$ cat config.mk
export PLATFORM = sky130hd
export DESIGN_NAME = gear_n16_r2_p4_err_corr
export DESIGN_NICKNAME = d
export VERILOG_FILES = /design/src/rtl/gear_n16_r2_p4_err_corr.sv
export SDC_FILE = /design/constraint.sdc
export NUM_CORES = 1
export LEC_CHECK = 0
export BUFFER_PORTS_ARGS = -buffer_cell sky130_fd_sc_hd__buf_4
export CAP_MARGIN = 25
export CORE_MARGIN = 1.5
export CORE_UTILIZATION = 35
export CTS_BUF_LIST = sky130_fd_sc_hd__clkbuf_4 sky130_fd_sc_hd__clkbuf_8 sky130_fd_sc_hd__clkbuf_16
export DETAILED_ROUTE_END_ITERATION = 8
export GPL_TIMING_DRIVEN = 0
export MAX_ROUTING_LAYER = met4
export SETUP_SLACK_MARGIN = 0.5
export SLEW_MARGIN = 30
export SYNTH_ARGS = -nofsm -noshare
export SYNTH_HDL_FRONTEND = slang
export SYNTH_SLANG_ARGS = --single-unit
$ cat constraint.sdc
create_clock -name clk -period 1.5 [get_ports clk]
set_input_delay 0 -clock clk [delete_from_list [all_inputs] [get_ports clk]]
set_output_delay 0 -clock clk [all_outputs]
set_load 0.03 [all_outputs]
$ cat src/rtl/gear_n16_r2_p4_err_corr.sv
// ---------------------------------------------------------------------------
// gear_n16_r2_p4_err_corr
//
// Iterative error detection / correction stage for the 16-bit GeAr
// approximate adder with R=2, P=4 (six 6-bit sub-adders, each starting two
// bits above the previous one, every carry-in tied to 0).
//
// A transfer captures the operands and the 17-bit approximate sum into a
// working register W. Sub-adders 1..5 are then examined in order, one per
// cycle. For sub-adder k the true carry into bit 2k is recovered from W and
// the operands. If that carry is 1 and the low four bits of the sub-adder
// all propagate, the approximation dropped a carry: the error flag is set
// and, when enabled by CORR_MASK, 1 is added to the sub-adder's own result
// field.
//
// Parameters
//   CORR_MASK   bit k-1 enables correction of sub-adder k (detection always)
//
// Ports
//   clk         rising-edge clock
//   rst         synchronous active-high reset
//   in_valid    input transfer request
//   in_ready    block can accept a transfer (IDLE only)
//   in1, in2    16-bit operands
//   approx_res  17-bit approximate sum from the GeAr adder
//   out_valid   result available (DONE)
//   out_ready   consumer accepts the result
//   out_res     corrected 17-bit sum
//   out_err     bit k-1 set = error detected in sub-adder k
// ---------------------------------------------------------------------------
module gear_n16_r2_p4_err_corr #(
  parameter logic [4:0] CORR_MASK = 5'b11111
) (
  input  logic        clk,
  input  logic        rst,
  input  logic        in_valid,
  output logic        in_ready,
  input  logic [15:0] in1,
  input  logic [15:0] in2,
  input  logic [16:0] approx_res,
  output logic        out_valid,
  input  logic        out_ready,
  output logic [16:0] out_res,
  output logic [4:0]  out_err
);

  typedef enum logic [1:0] {IDLE, CHECK, DONE} state_t;

  state_t      state_reg;
  logic [2:0]  k_reg;
  logic [16:0] w_reg;
  // Only operand bits 2..13 take part in any carry/propagate check.
  logic [13:2] a_reg;
  logic [13:2] b_reg;
  logic [4:0]  flags_reg;
  logic        in_ready_reg;
  logic        out_valid_reg;
  logic [16:0] out_res_reg;
  logic [4:0]  out_err_reg;

  logic [13:2] diff;
  logic [4:0]  err_vec;
  logic [16:0] w_fix [1:5];
  logic [16:0] w_next;
  logic [4:0]  flags_next;

  // Operand bits outside the checked window are intentionally ignored.
  logic unused_bits;
  assign unused_bits = ^{in1[15:14], in1[1:0], in2[15:14], in2[1:0]};

  assign diff = a_reg ^ b_reg;

  // Per sub-adder: error detect and the W value with its field incremented.
  genvar gi;
  generate
    for (gi = 1; gi <= 5; gi++) begin : g_sub
      // W[2k]^a[2k]^b[2k] recovers the carry into bit 2k from the sum bit.
      assign err_vec[gi-1] = (w_reg[2*gi] ^ a_reg[2*gi] ^ b_reg[2*gi])
                             & (&diff[2*gi+3:2*gi]);
      if (gi < 5) begin : g_mid
        // 2-bit field, wraps mod 4; nothing ripples into higher fields.
        assign w_fix[gi] = {w_reg[16:2*gi+6],
                            w_reg[2*gi+5:2*gi+4] + 2'd1,
                            w_reg[2*gi+3:0]};
      end else begin : g_top
        // Top sub-adder owns the carry-out too: 3-bit field, wraps mod 8.
        assign w_fix[gi] = {w_reg[16:14] + 3'd1, w_reg[13:0]};
      end
    end
  endgenerate

  // Select the sub-adder addressed by k.
  always_comb begin
    w_next     = w_reg;
    flags_next = flags_reg;
    for (int i = 1; i <= 5; i++) begin
      if (k_reg == 3'(i)) begin
        flags_next[i-1] = flags_reg[i-1] | err_vec[i-1];
        if (err_vec[i-1] && CORR_MASK[i-1]) begin
          w_next = w_fix[i];
        end
      end
    end
  end

  always_ff @(posedge clk) begin
    if (rst) begin
      state_reg     <= IDLE;
      k_reg         <= 3'd1;
      w_reg         <= '0;
      a_reg         <= '0;
      b_reg         <= '0;
      flags_reg     <= '0;
      in_ready_reg  <= 1'b1;
      out_valid_reg <= 1'b0;
      out_res_reg   <= '0;
      out_err_reg   <= '0;
    end else begin
      case (state_reg)
        IDLE: begin
          if (in_valid && in_ready_reg) begin
            w_reg        <= approx_res;
            a_reg        <= in1[13:2];
            b_reg        <= in2[13:2];
            flags_reg    <= '0;
            k_reg        <= 3'd1;
            in_ready_reg <= 1'b0;
            state_reg    <= CHECK;
          end
        end
        CHECK: begin
          w_reg     <= w_next;
          flags_reg <= flags_next;
          if (k_reg == 3'd5) begin
            out_res_reg   <= w_next;
            out_err_reg   <= flags_next;
            out_valid_reg <= 1'b1;
            state_reg     <= DONE;
          end else begin
            k_reg <= k_reg + 3'd1;
          end
        end
        DONE: begin
          if (out_ready) begin
            out_valid_reg <= 1'b0;
            in_ready_reg  <= 1'b1;
            state_reg     <= IDLE;
          end
        end
        default: begin
          state_reg     <= IDLE;
          in_ready_reg  <= 1'b1;
          out_valid_reg <= 1'b0;
        end
      endcase
    end
  end

  assign in_ready  = in_ready_reg;
  assign out_valid = out_valid_reg;
  assign out_res   = out_res_reg;
  assign out_err   = out_err_reg;

endmodule

Word-level counts from Yosys, hierarchy flattened

Index checks and enable logic that the tools add are counted.

Muxes and demuxes: 32
Add/subtract/negate cells: 6
Bitwise operators: 23
Equality and inequality tests: 11
Reduce and logical (&&, ||, !) cells: 15

Operator list:

| operator              | number |
|---|---|
| $mux W17              | 3 |
| $pmux W17 S2          | 1 |
| $mux W14              | 2 |
| $mux W12              | 2 |
| $mux W10              | 2 |
| $reduce_and A4 Y1     | 5 |
| $mux W8               | 2 |
| $reduce_and A3 Y1     | 4 |
| $xor A12 B12 Y12      | 1 |
| $pmux W5 S2           | 1 |
| $xor A1 B1 Y1         | 10 |
| $mux W1               | 9 |
| $add A2 B1 Y2 const B | 4 |
| $ne A2 B2 Y1 const B  | 4 |
| $add A3 B1 Y3 const B | 2 |
| $eq A3 B2 Y1 const B  | 2 |
| $eq A3 B3 Y1 const B  | 2 |
| $mux W2               | 3 |
| $mux W3               | 2 |
| $pmux W1 S3           | 2 |
| $pmux W2 S3           | 1 |
| $pmux W3 S2           | 1 |
| $reduce_and A2 Y1     | 3 |
| $and A1 B1 Y1         | 5 |
| other kinds (9)       | 14 |

Word-level logic and storage cells: 97
Input bits: 53
Bits in registers: 75

Logic depth before layout (Yosys ltp)

Gate-level depths: netlist of run 1.

Depth in word-level cells: 14
Mapped depth: 8
Depth with buffers taken out: 8

Worst setup path after synthesis of run 1

Ideal clock, no wire load.

Path kind: reg2reg
Start point: reg k_reg[0]
End point: reg w_reg[7]
Cell stages (with the launch flop): 9
Clock period less this slack: 1655 ps
Buffers on the path: 0
Arrival time: 1523 ps
Slack: -155 ps
Path through: dfxtp_1 > inv_1 > ha_1 > and3b_1 > nor3b_2 > and2_4 > nand4b_4 > xor2_1 > o22ai_1

Cells in the longest elaborated chain, start to end: 11
Elaborated cells between the ends (all ways): 15
Classes of those cells: eq/ne (5); mux (10)

RTL lines:

| item                     | line | text |
|---|---|---|
| start: declaration       | 50   | `logic [2:0] k_reg;` |
| start signal: assignment | 140  | `k_reg <= k_reg + 3'd1;` |
| $eq A3 B1 Y1             | 97   | `if (k_reg == 3'(i)) begin` |
| $mux W8                  | 97   |  |
| $mux W10                 | 99   | `if (err_vec[i-1] && CORR_MASK[i-1]) begin` |
| $mux W10                 | 97   |  |
| $mux W12                 | 99   |  |
| $mux W12                 | 97   |  |
| $mux W14                 | 99   |  |
| $mux W14                 | 97   |  |
| $mux W17                 | 99   |  |
| $mux W17 (*)             | 97   |  |
| $pmux W17 S2 (*)         | 119  | `case (state_reg)` |
| end signal: assignment   | 122  | `w_reg <= approx_res;` |
| end signal: assignment   | 132  | `w_reg <= w_next;` |
| end: declaration         | 51   | `logic [16:0] w_reg;` |

Every way passes the cells marked *; elsewhere a longest branch is shown, timed or not.
A chain may end at the register's enable or synchronous reset.

Worst setup path in the final report of run 1

Same ends and word-level chain as after synthesis.

==> metrics.log, run 1 <==
INFO  metric cts-root-to-sink-buffers = 2
INFO  metric synthTopCellsByCount = sky130_fd_sc_hd__nand2_1 (93), sky130_fd_sc_hd__dfxtp_1 (75), sky130_fd_sc_hd__a21oi_1 (55)
INFO  metric post-route-drc-count = 0
INFO  metric die_w = 99.85 µm
INFO  metric tritoncts.num_buffers = 9
INFO  metric crit_path_start_kind = register
INFO  metric finalHoldWorstSlack = 0.03883 ns
INFO  metric post_route_cells_drive_above_1_share = 46.18%
INFO  metric total_switching_power = 1.476 mW
INFO  metric maxClockFrequency = 0.5661 GHz
INFO  metric critical_path_arrival = 1.99 ns
INFO  metric synth_cells = 400
INFO  metric netSwitchingFraction = 30.19%
INFO  metric power.share.combinational = 23.2%
INFO  metric detailedPlacementHpwl = 6.288 mm
INFO  metric chipHeight = 99.85 µm
INFO  metric cp_top_family = simple AND/OR/NAND/NOR gates
INFO  metric crit_path_top_delay_cell = sky130_fd_sc_hd__dfxtp_4
INFO  metric ctsHtreeMaxLevel = 3
INFO  metric insertion_delay_to_the_later_sink_of_the_worst_skew_pair = 0.36 ns
INFO  metric vias_per_cell = 5.067
INFO  metric total_die_area = 9970 µm²
INFO  metric crit_cells = 8
INFO  metric core.rowCount = 35
INFO  metric drtIter0Drc = 175
INFO  metric gr-usage-all-layers = 21.07%
INFO  metric mapped_area = 3283 µm²
INFO  metric pwr_density_cell = 882.8 nW/µm²
INFO  metric yosysMostFrequentCell = sky130_fd_sc_hd__nand2_1
INFO  metric drt_wl_total = 10.42 mm
INFO  metric cts_tree = built
INFO  metric maximum_number_of_pins_on_one_net_before_global_route_repair = 14
INFO  metric power_report.internal_total = 3.413 mW
INFO  metric worst-path-buf-inv = 1
INFO  metric async_flop_share = 0%
INFO  metric cts.sink_count = 75
INFO  metric mean_area_per_synthesized_cell = 8.208 µm²
INFO  metric detailedRoute.firstPassIterationCount = 5
INFO  metric yosysWarnings = 0
INFO  metric period_minus_slack = 1.767 ns
INFO  metric peakVddDrop = 505.6 µV
INFO  metric sequentialPowerShare = 45.0%
INFO  metric synth.ff_latch_count = 75
INFO  metric globalRouteOverflowTotal = 0
INFO  metric layout_setup_ws = -0.2666 ns
INFO  metric antenna_found_initial = 0
INFO  metric path_cells = inv_4, ha_4, and3b_2, nor3b_4, and2_4, nand4b_4, xor2_2, o22ai_1
INFO  metric synth_fp_nets = 459
INFO  metric place.gp.congestion = 0.8535
INFO  metric netlist_top_cells_area = sky130_fd_sc_hd__dfxtp_1 (46%), sky130_fd_sc_hd__nand2_1 (11%), sky130_fd_sc_hd__a21oi_1 (8.4%)
INFO  metric postLayoutCoreUtil = 60.51%
INFO  metric final_net_count = 604
INFO  metric clk_transition_reported_paths = 0.08 ns
INFO  metric power_frac_clock = 31.8%
INFO  metric cts_root_buffer = sky130_fd_sc_hd__clkbuf_8
INFO  metric count_of_buffers_from_port_buffering = 68
INFO  metric violations = negative setup slack
INFO  metric setup_viol = 28
INFO  metric timing.setup.critical_path_class = register to register
INFO  metric synth.largest_area_cell = sky130_fd_sc_hd__dfxtp_1
INFO  metric predominant_post_synthesis_flop_cell = sky130_fd_sc_hd__dfxtp_1
INFO  metric flow.area_growth_from_synthesis = 68.67%
INFO  metric fin_cells = 661
INFO  metric worst_r2r_path_depth = 8
INFO  metric placeableCoreArea = 9153 µm²
INFO  metric route.detailed.wl_per_inst = 15.77 µm
INFO  metric worstHoldPathType = primary input to register
INFO  metric clock_skews = 0.009989 ns
INFO  metric p_leak = 2.350 nW
INFO  metric grt_pass1_wl = 15.76 mm
INFO  metric num_ports = 77
INFO  metric timing_worst_slew_pin_value = 0.6970 ns
INFO  metric ant_nets = 0
INFO  metric dpl.cell_count = 579
INFO  metric dr_total_vias = 3349
INFO  metric cp_data_required_time = 1.72 ns
INFO  metric drv.max_cap_violation_count = 0
INFO  metric path_max_fanout = 5
INFO  metric run_status = complete, but fails checks
INFO  metric max_slew_margin = 53.54%
INFO  metric endpoint_kind = register
INFO  metric min_path_cells = 4
INFO  metric synth_cell_type_count = 52
INFO  metric grt_pass1_vias = 3124
INFO  metric final-max-slew-violation-count = 0
INFO  metric antenna_cells_inserted = 0
INFO  metric part_of_the_yosys_area_used_for_sequential_elements = 45.73%
INFO  metric synth_top_area_share = 45.73%
INFO  metric rsz0062_at_grt = true
INFO  metric synth_enable_flop_cells = 0
INFO  metric timing.final.hold_violations = 0
INFO  metric start_util = 35.87%
INFO  metric timing.critical_path.slowest_cell_delay = 0.38 ns
INFO  metric final_min_period_over_clock_period = 117.8%
## logic make-up (layout without fill, tap and decap cells)
kind of cell,after synthesis,count (layout),share of synthesized area [%]
fa+ha+maj,6,6,2.287
xor+xnor,20,20,5.335
buf+inv,31,181,4.535
flops,75,75,45.73
simple gates,168,168,24.31
compound gates,99,99,17.49
mux,1,1,0.3049
## layout make-up
| cell class | instances | area (µm²) |
|---|---|---|
| clock inverter | 7 | 68.82 |
| fill | 760 | 3615 |
| tap | 111 | 138.9 |
| inverter | 7 | 31.28 |
| sequential | 75 | 1519 |
| buffer | 24 | 245.2 |
| clock buffer | 9 | 123.9 |
| multi-input combinational | 294 | 2218 |
| timing repair buffer | 134 | 1192 |
## tightest hold or removal path: cells and delay by family
family	cells	cell delay, ns
compound gates	2	0.23
simple gates	1	0.06
buf+inv	1	0.09
## worst paths after layout
check / start / endpoint / slack, ns
worst max register to register: k_reg[0]$_SDFFE_PP1P_ / w_reg[7]$_SDFFE_PP0P_ / -0.27
worst min register to register: w_reg[0]$_SDFFE_PP0P_ / out_res[0]$_SDFFE_PP0P_ / 0.46
worst max-delay path: k_reg[0]$_SDFFE_PP1P_ / w_reg[7]$_SDFFE_PP0P_ / -0.27
worst min-delay path: approx_res[8] / w_reg[8]$_SDFFE_PP0P_ / 0.04
## stage by stage
step | setup slack (ns) | cell area [µm²] | power (mW) | TNS (ns)
4_1_cts | -0.2519 | 5082 | 4.734 | -4.497
3_5_place_dp | -0.2851 | 4025 | 2.911 | -9.482
3_3_place_gp | -0.2599 | 4025 | 2.897 | -7.637
2_1_floorplan | -0.07237 | 3376 | 2.661 | -0.3411
5_1_grt | -0.3373 | 5538 | 5.107 | -6.484
6_report | -0.2666 | 5538 | 4.889 | -4.474
## layer usage
| layer | up-vias | part of all wire, % | track usage (%) | wire length, µm |
|---|---|---|---|---|
| met1 | 1557 | 44 | 26.23 | 4590 |
| met4 | 0 | 2.4 | 8.559 | 254 |
| met5 | - | 0 | - | 0 |
| met2 | 115 | 49 | 33.75 | 5092 |
| met3 | 23 | 4.6 | 3.969 | 484 |
| li1 | 1654 | - | - | - |
## power groups by stage
stage               registers, mW  clock network [mW]  logic [mW]
floorplan                    2.22                   0       0.438
global placement             2.23                   0       0.669
detailed placement           2.23                   0       0.678
CTS                          2.19                1.57       0.969
global route                 2.21                1.69        1.21
finish                       2.20                1.56        1.13
## timing repair
item,in CTS,in global routing
pin swaps,21,44
hold buffers,39,0
cloned,4,2
hold endpoints to repair,39,0
resized for setup,97,89
buffers inserted,15,6
endpoints found under the setup margin,74,74
## cell usage in the layout (no fill, tap or decap), types with 6 or more instances in the layout
cell type and instances:
sky130_fd_sc_hd__a21oi_1 26, sky130_fd_sc_hd__a21oi_2 28, sky130_fd_sc_hd__buf_4 83, sky130_fd_sc_hd__buf_6 12
sky130_fd_sc_hd__buf_8 6, sky130_fd_sc_hd__clkbuf_1 7, sky130_fd_sc_hd__clkbuf_8 11, sky130_fd_sc_hd__dfxtp_1 69
sky130_fd_sc_hd__dlygate4sd3_1 39, sky130_fd_sc_hd__nand2_1 54, sky130_fd_sc_hd__nand2_2 15, sky130_fd_sc_hd__nand2_4 24
sky130_fd_sc_hd__nand3_1 8, sky130_fd_sc_hd__nor2_1 27, sky130_fd_sc_hd__o21ai_0 11, sky130_fd_sc_hd__xnor2_2 6
sky130_fd_sc_hd__xor2_1 9
(Power assumes the default switching activity.)
==> inputs of run 2 (changes only) <==
Settings changed: PLACE_DENSITY_LB_ADDON set to 0.25.
==> metrics.log, run 2 (synthesized netlist as in run 1, its figures left out) <==
INFO  metric timing_worst_slew_pin_value = 0.7460 ns (+0.04901 ns)
INFO  metric sequentialPowerShare = 44.9% (about the same)
INFO  metric clk_transition_reported_paths = 0.08 ns (about the same)
INFO  metric core.rowCount = 35 (unchanged)
INFO  metric clock_skews = 0.01146 ns (+0.001474 ns)
INFO  metric detailedRoute.firstPassIterationCount = 5 (unchanged)
INFO  metric setup_total_negative_slack = -4.934 ns (-0.4608 ns)
INFO  metric final_min_period_over_clock_period = 122.0% (+4.2 points)
INFO  metric start_util = 35.87% (unchanged)
INFO  metric peakVddDrop = 587.4 µV (+16%)
INFO  metric flow.area_growth_from_synthesis = 77.21%
INFO  metric critical_path_arrival = 2.05 ns (+0.06 ns)
INFO  metric drv.max_cap_violation_count = 0 (unchanged)
INFO  metric insertion_delay_to_the_later_sink_of_the_worst_skew_pair = 0.37 ns (about the same)
INFO  metric setup_viol = 32 (+14%)
INFO  metric dr_total_vias = 3454 (+3.1%)
INFO  metric cts.sink_count = 75 (unchanged)
INFO  metric power_frac_clock = 31.7% (about the same)
INFO  metric worstReg2RegStart = k_reg[0]$_SDFFE_PP1P_
INFO  metric die_w = 99.85 µm (unchanged)
INFO  metric postLayoutCoreUtil = 63.57% (+3.1 points)
INFO  metric antenna_cells_inserted = 0 (unchanged)
INFO  metric fin_cells = 674 (+2.0%)
INFO  metric power_report.internal_total = 3.457 mW (+1.3%)
INFO  metric violations = negative hold slack, negative setup slack
INFO  metric drtIter0Drc = 144 (-18%)
INFO  metric pwr_density_cell = 844.9 nW/µm² (-4.3%)
INFO  metric detailedPlacementHpwl = 6.320 mm (+0.50%)
INFO  metric gr-usage-all-layers = 22.04% (+0.97 points)
INFO  metric netSwitchingFraction = 29.67% (-0.52 points)
INFO  metric chipHeight = 99.85 µm (unchanged)
INFO  metric globalRouteOverflowTotal = 0 (unchanged)
INFO  metric total_switching_power = 1.458 mW (-1.2%)
INFO  metric drt_wl_total = 11.12 mm (+6.7%)
INFO  metric cts_tree = built
INFO  metric ant_nets = 0 (unchanged)
INFO  metric worst_setup_startpoint = k_reg[0]$_SDFFE_PP1P_
INFO  metric total_die_area = 9970 µm² (unchanged)
INFO  metric layout_setup_ws = -0.3294 ns (-0.06289 ns)
INFO  metric rsz0062_at_grt = true
INFO  metric cts_root_buffer = sky130_fd_sc_hd__clkbuf_8
INFO  metric endpoint_kind = register
INFO  metric worstHoldPathType = primary input to register
INFO  metric p_leak = 2.489 nW (+5.9%)
INFO  metric antenna_found_initial = 0 (unchanged)
INFO  metric dpl_worst_slack = -0.2868 ns (-0.001752 ns)
INFO  metric worstHoldStart = approx_res[15]
INFO  metric place.gp.congestion = 0.8704 (+2.0%)
INFO  metric power.share.combinational = 23.4% (+0.2 points)
INFO  metric num_ports = 77 (unchanged)
INFO  metric cts-root-to-sink-buffers = 2 (unchanged)
INFO  metric grt_pass1_vias = 3421 (+9.5%)
INFO  metric timing.setup.critical_path_class = register to register
INFO  metric count_of_buffers_from_port_buffering = 68 (unchanged)
INFO  metric maximum_number_of_pins_on_one_net_before_global_route_repair = 13 (-1)
INFO  metric final-max-slew-violation-count = 0 (unchanged)
INFO  metric most-common-layout-cells = sky130_fd_sc_hd__buf_4 (92), sky130_fd_sc_hd__dfxtp_1 (69), sky130_fd_sc_hd__nand2_1 (50), sky130_fd_sc_hd__a21oi_2 (38), sky130_fd_sc_hd__dlygate4sd3_1 (36)
INFO  metric max_slew_margin = 50.27% (-3.3 points)
INFO  metric post-route-drc-count = 0 (unchanged)
INFO  metric ctsHtreeMaxLevel = 3 (unchanged)
INFO  metric grt_pass1_wl = 16.43 mm (+4.2%)
INFO  metric path_max_fanout = 5 (unchanged)
INFO  metric final_net_count = 618 (+2.3%)
INFO  metric placeableCoreArea = 9153 µm² (unchanged)
INFO  metric period_minus_slack = 1.829 ns (+0.06289 ns)
INFO  metric finalHoldWorstSlack = -0.002305 ns (-0.04114 ns)
INFO  metric layout_commonest_cell = sky130_fd_sc_hd__buf_4
INFO  metric timing.final.hold_violations = 1 (+1)
INFO  metric cp_data_required_time = 1.72 ns (about the same)
INFO  metric run_status = complete, but fails checks
INFO  metric vias_per_cell = 5.125 (+1.1%)
INFO  metric dpl.cell_count = 579 (unchanged)
INFO  metric post_route_cells_drive_above_1_share = 53.11% (+6.9 points)
INFO  metric route.detailed.wl_per_inst = 16.50 µm (+4.7%)
INFO  metric crit_path_start_kind = register
INFO  metric maxClockFrequency = 0.5466 GHz (-3.4%)
INFO  metric tritoncts.num_buffers = 9 (unchanged)
run 2: worst paths after layout:
kind                                           endpoint  slack [ns]  cells after the start
worst max-delay path              w_reg[7]$_SDFFE_PP0P_       -0.33                      8
worst min-delay path             w_reg[15]$_SDFFE_PP0P_      -0.002                      3
worst max register to register    w_reg[7]$_SDFFE_PP0P_       -0.33                      8
worst min register to register  out_err[0]$_SDFFE_PP0P_        0.46                      2
run 2: routing by layer:
metal	share of wire (%)	global-route usage [%]	up-vias
met5	0	-	-
met4	3.4	9.642	0
met3	5.1	3.273	35
met2	50	37.57	115
met1	42	25.84	1629
li1	-	-	1675
run 2: timing repair:
action                                  in CTS  in global routing
pin swaps                                   32                 32
endpoints found under the setup margin      74                 75
resized for setup                          135                 82
endpoints found under the hold margin       36                  0
gates cloned                                 5                  3
setup buffers                               24                 12
hold buffers                                36                  0
run 2: layout make-up:
class / count / area [µm²]
Fill cell: 724 / 3334
Multi-Input combinational cell: 294 / 2327
Sequential cell: 75 / 1521
Timing Repair Buffer: 148 / 1350
Buffer: 24 / 257.7
Tap cell: 111 / 138.9
Clock buffer: 10 / 137.6
Clock inverter: 5 / 53.80
Inverter: 7 / 31.28
run 2: per-stage QoR:
stage                     power (mW)  cell area, µm²
final                          4.915            5818
after global routing           5.124            5818
after CTS                      4.763            5329
after detailed placement       2.911            4025
after global placement         2.895            4025
after floorplan                2.661            3376
run 2: power groups by stage:
stage	Combinational, mW	Clock [mW]	Sequential [mW]
2_1_floorplan	0.438	0	2.22
5_1_grt	1.22	1.68	2.22
3_5_place_dp	0.678	0	2.23
4_1_cts	0.992	1.58	2.19
3_3_place_gp	0.667	0	2.23
6_report	1.15	1.56	2.21
run 2: critical path, stage by stage, from the launching register on:
cell,delay (ns)
sky130_fd_sc_hd__dfxtp_4,0.38
sky130_fd_sc_hd__inv_4,0.07
sky130_fd_sc_hd__ha_4,0.12
sky130_fd_sc_hd__and3b_2,0.21
sky130_fd_sc_hd__nor3b_4,0.29
sky130_fd_sc_hd__and2_4,0.24
sky130_fd_sc_hd__nand4b_4,0.15
sky130_fd_sc_hd__xor2_2,0.17
sky130_fd_sc_hd__o22ai_1,0.08
==> inputs of run 3 (changes only) <==
Clock period 1.5 ns to 2.29 ns, I/O delays scaled along.
==> metrics.log, run 3 (synthesized netlist as in run 1, its figures left out) <==
INFO  metric run_status = completed
INFO  metric die_w = 99.85 µm (unchanged)
INFO  metric max_slew_margin = 56.20% (+5.9 points)
INFO  metric dr_total_vias = 3189 (-7.7%)
INFO  metric grt.met1_usage = 23.93% (-1.9 points)
INFO  metric ff2ff_setup_slack = 0.51 ns (+0.84 ns)
INFO  metric timing.setup.critical_path_class = register to register
INFO  metric setup_total_negative_slack = 0 ns (+4.934 ns)
INFO  metric cts.sink_count = 75 (unchanged)
INFO  metric setup_viol = 0 (-100%)
INFO  metric detailedPlacementHpwl = 6.370 mm (+0.79%)
INFO  metric holdPathEnd = in_ready$_SDFFE_PP1P_
INFO  metric postLayoutCoreUtil = 51.06% (-13 points)
INFO  metric min_path_cells = 4 (+1)
INFO  metric timing.critical_path.slowest_cell_delay = 0.39 ns (about the same)
INFO  metric antenna_found_initial = 0 (unchanged)
INFO  metric globalRouteOverflowTotal = 0 (unchanged)
INFO  metric period_minus_slack = 1.776 ns (-0.05308 ns)
INFO  metric path_max_fanout = 4 (-1)
INFO  metric core.rowCount = 35 (unchanged)
INFO  metric p_leak = 1.984 nW (-20%)
INFO  metric cp_data_required_time = 2.52 ns (+0.80 ns)
INFO  metric crit_path_start_kind = register
INFO  metric layout_commonest_cell = sky130_fd_sc_hd__nand2_1
INFO  metric rsz0062_at_grt = true
INFO  metric timing_worst_slew_pin_value = 0.6569 ns (-0.08904 ns)
INFO  metric most-common-layout-cells = sky130_fd_sc_hd__nand2_1 (92), sky130_fd_sc_hd__buf_4 (73), sky130_fd_sc_hd__dfxtp_1 (72), sky130_fd_sc_hd__a21oi_1 (55), sky130_fd_sc_hd__dlygate4sd3_1 (38)
INFO  metric flow.area_growth_from_synthesis = 42.34%
INFO  metric grt_pass1_vias = 3102 (-9.3%)
INFO  metric drt_wl_total = 9.262 mm (-17%)
INFO  metric drtIter0Drc = 172 (+19%)
INFO  metric crit_path_top_delay_cell = sky130_fd_sc_hd__dfxtp_2
INFO  metric endpoint_kind = register
INFO  metric path_cells = inv_4, ha_4, and3b_2, nor3b_4, o21ai_2, nand3_1, xor2_1, o22ai_1
INFO  metric maxClockFrequency = 0.5629 GHz (+3.0%)
INFO  metric clk_transition_reported_paths = 0.08 ns (about the same)
INFO  metric clock_skews = 0.01082 ns (-0.0006451 ns)
INFO  metric final_net_count = 581 (-6.0%)
INFO  metric post_route_cells_drive_above_1_share = 26.57% (-27 points)
INFO  metric cts-root-to-sink-buffers = 2 (unchanged)
INFO  metric insertion_delay_to_the_later_sink_of_the_worst_skew_pair = 0.36 ns (about the same)
INFO  metric drv.max_cap_violation_count = 0 (unchanged)
INFO  metric vias_per_cell = 4.998 (-2.5%)
INFO  metric timing.final.hold_violations = 0 (-1)
INFO  metric peakVddDrop = 437.4 µV (-26%)
INFO  metric cts_root_buffer = sky130_fd_sc_hd__clkbuf_8
INFO  metric total_die_area = 9970 µm² (unchanged)
INFO  metric antenna_cells_inserted = 0 (unchanged)
INFO  metric critical_path.reg2reg.endpoint = w_reg[6]$_SDFFE_PP0P_
INFO  metric tritoncts.num_buffers = 9 (unchanged)
INFO  metric grt_pass1_wl = 14.75 mm (-10%)
INFO  metric place.gp.congestion = 0.8795 (+1.0%)
INFO  metric global_route.peak_usage_layer = met2
INFO  metric post-route-drc-count = 0 (unchanged)
INFO  metric worstReg2RegStart = k_reg[1]$_SDFFE_PP0P_
INFO  metric critical_path_arrival = 2.01 ns (-0.04 ns)
INFO  metric chipHeight = 99.85 µm (unchanged)
INFO  metric ant_nets = 0 (unchanged)
INFO  metric placeableCoreArea = 9153 µm² (unchanged)
INFO  metric grt_use_met3 = 4.457% (+1.2 points)
INFO  metric detailedRoute.firstPassIterationCount = 4 (-1)
INFO  metric start_util = 35.87% (unchanged)
INFO  metric worstHoldPathType = primary input to register
INFO  metric worstHoldStart = in_valid
INFO  metric route.detailed.wl_per_inst = 14.52 µm (-12%)
INFO  metric final_min_period_over_clock_period = 77.57% (-44 points)
INFO  metric pwr_density_cell = 636.2 nW/µm² (-25%)
INFO  metric met2_track_usage_gr = 32.29% (-5.3 points)
INFO  metric num_ports = 77 (unchanged)
INFO  metric gr-usage-all-layers = 19.72% (-2.3 points)
INFO  metric worst_r2r_path_depth = 8 (unchanged)
INFO  metric ctsHtreeMaxLevel = 3 (unchanged)
INFO  metric cts_tree = built
INFO  metric final-max-slew-violation-count = 0 (unchanged)
INFO  metric count_of_buffers_from_port_buffering = 68 (unchanged)
INFO  metric maximum_number_of_pins_on_one_net_before_global_route_repair = 15 (+2)
## run 3: layout make-up
type	instances	area, µm²
fillers	902	4479
multi-input cells	294	1739
flip-flops and latches	75	1508
repair buffers	111	928.4
well taps	111	138.9
plain buffers	24	127.6
clock buffers	9	123.9
clock inverters	7	76.32
inverters	7	31.28
## run 3: stage by stage
stage | worst slack [ns] | power (mW) | cell area, µm² | hold WS, ns | instances
4_1_cts | 0.4786 | 2.962 | 4531 | 0.008580 | 633
3_5_place_dp | 0.4211 | 1.881 | 3933 | 0.2572 | 579
3_3_place_gp | 0.4466 | 1.870 | 3933 | 0.2502 | 579
2_1_floorplan | 0.6354 | 1.719 | 3283 | 0.1360 | 400
6_report | 0.5136 | 2.973 | 4673 | 0.008669 | 638
5_1_grt | 0.4275 | 3.101 | 4673 | 0.01885 | 638
## run 3: power by group
part / total (mW) / switching [mW] / internal (mW)
sequential: 1.43 / 0.0606 / 1.37
clock: 1.04 / 0.530 / 0.508
combinational: 0.500 / 0.273 / 0.228
## run 3: critical path, delay by kind of cell, from the launching register on
| family | cells | cell delay [ns] |
|---|---|---|
| simple gates | 3 | 0.52 |
| flops | 1 | 0.39 |
| compound gates | 2 | 0.30 |
| xor+xnor | 1 | 0.22 |
| fa+ha+maj | 1 | 0.15 |
| buf+inv | 1 | 0.06 |
## run 3: layer usage
layer	part of all wire, %	wire length (µm)	vias to the layer above
met5	0	0	-
met4	2.6	238	0
li1	-	-	1603
met1	45	4195	1473
met3	4.6	427	20
met2	48	4400	93
## run 3: repair_timing
item | in CTS | in global routing
buffers inserted | 0 | 5
hold buffers | 38 | 0
resized for setup | 4 | 32
hold endpoints to repair | 38 | 0
endpoints found under the setup margin | 9 | 49
pin swaps | 0 | 9
## run 3: worst max-delay path by stage
stage,start,to,slack [ns],cells after the start
5_1_grt,k_reg[1]$_SDFFE_PP0P_,w_reg[7]$_SDFFE_PP0P_,0.43,8
4_1_cts,k_reg[1]$_SDFFE_PP0P_,w_reg[16]$_SDFFE_PP0P_,0.48,8
3_3_place_gp,k_reg[0]$_SDFFE_PP1P_,w_reg[7]$_SDFFE_PP0P_,0.45,8
6_report,k_reg[1]$_SDFFE_PP0P_,w_reg[6]$_SDFFE_PP0P_,0.51,8
3_5_place_dp,k_reg[0]$_SDFFE_PP1P_,w_reg[16]$_SDFFE_PP0P_,0.42,7
2_1_floorplan,k_reg[0]$_SDFFE_PP1P_,w_reg[7]$_SDFFE_PP0P_,0.64,8
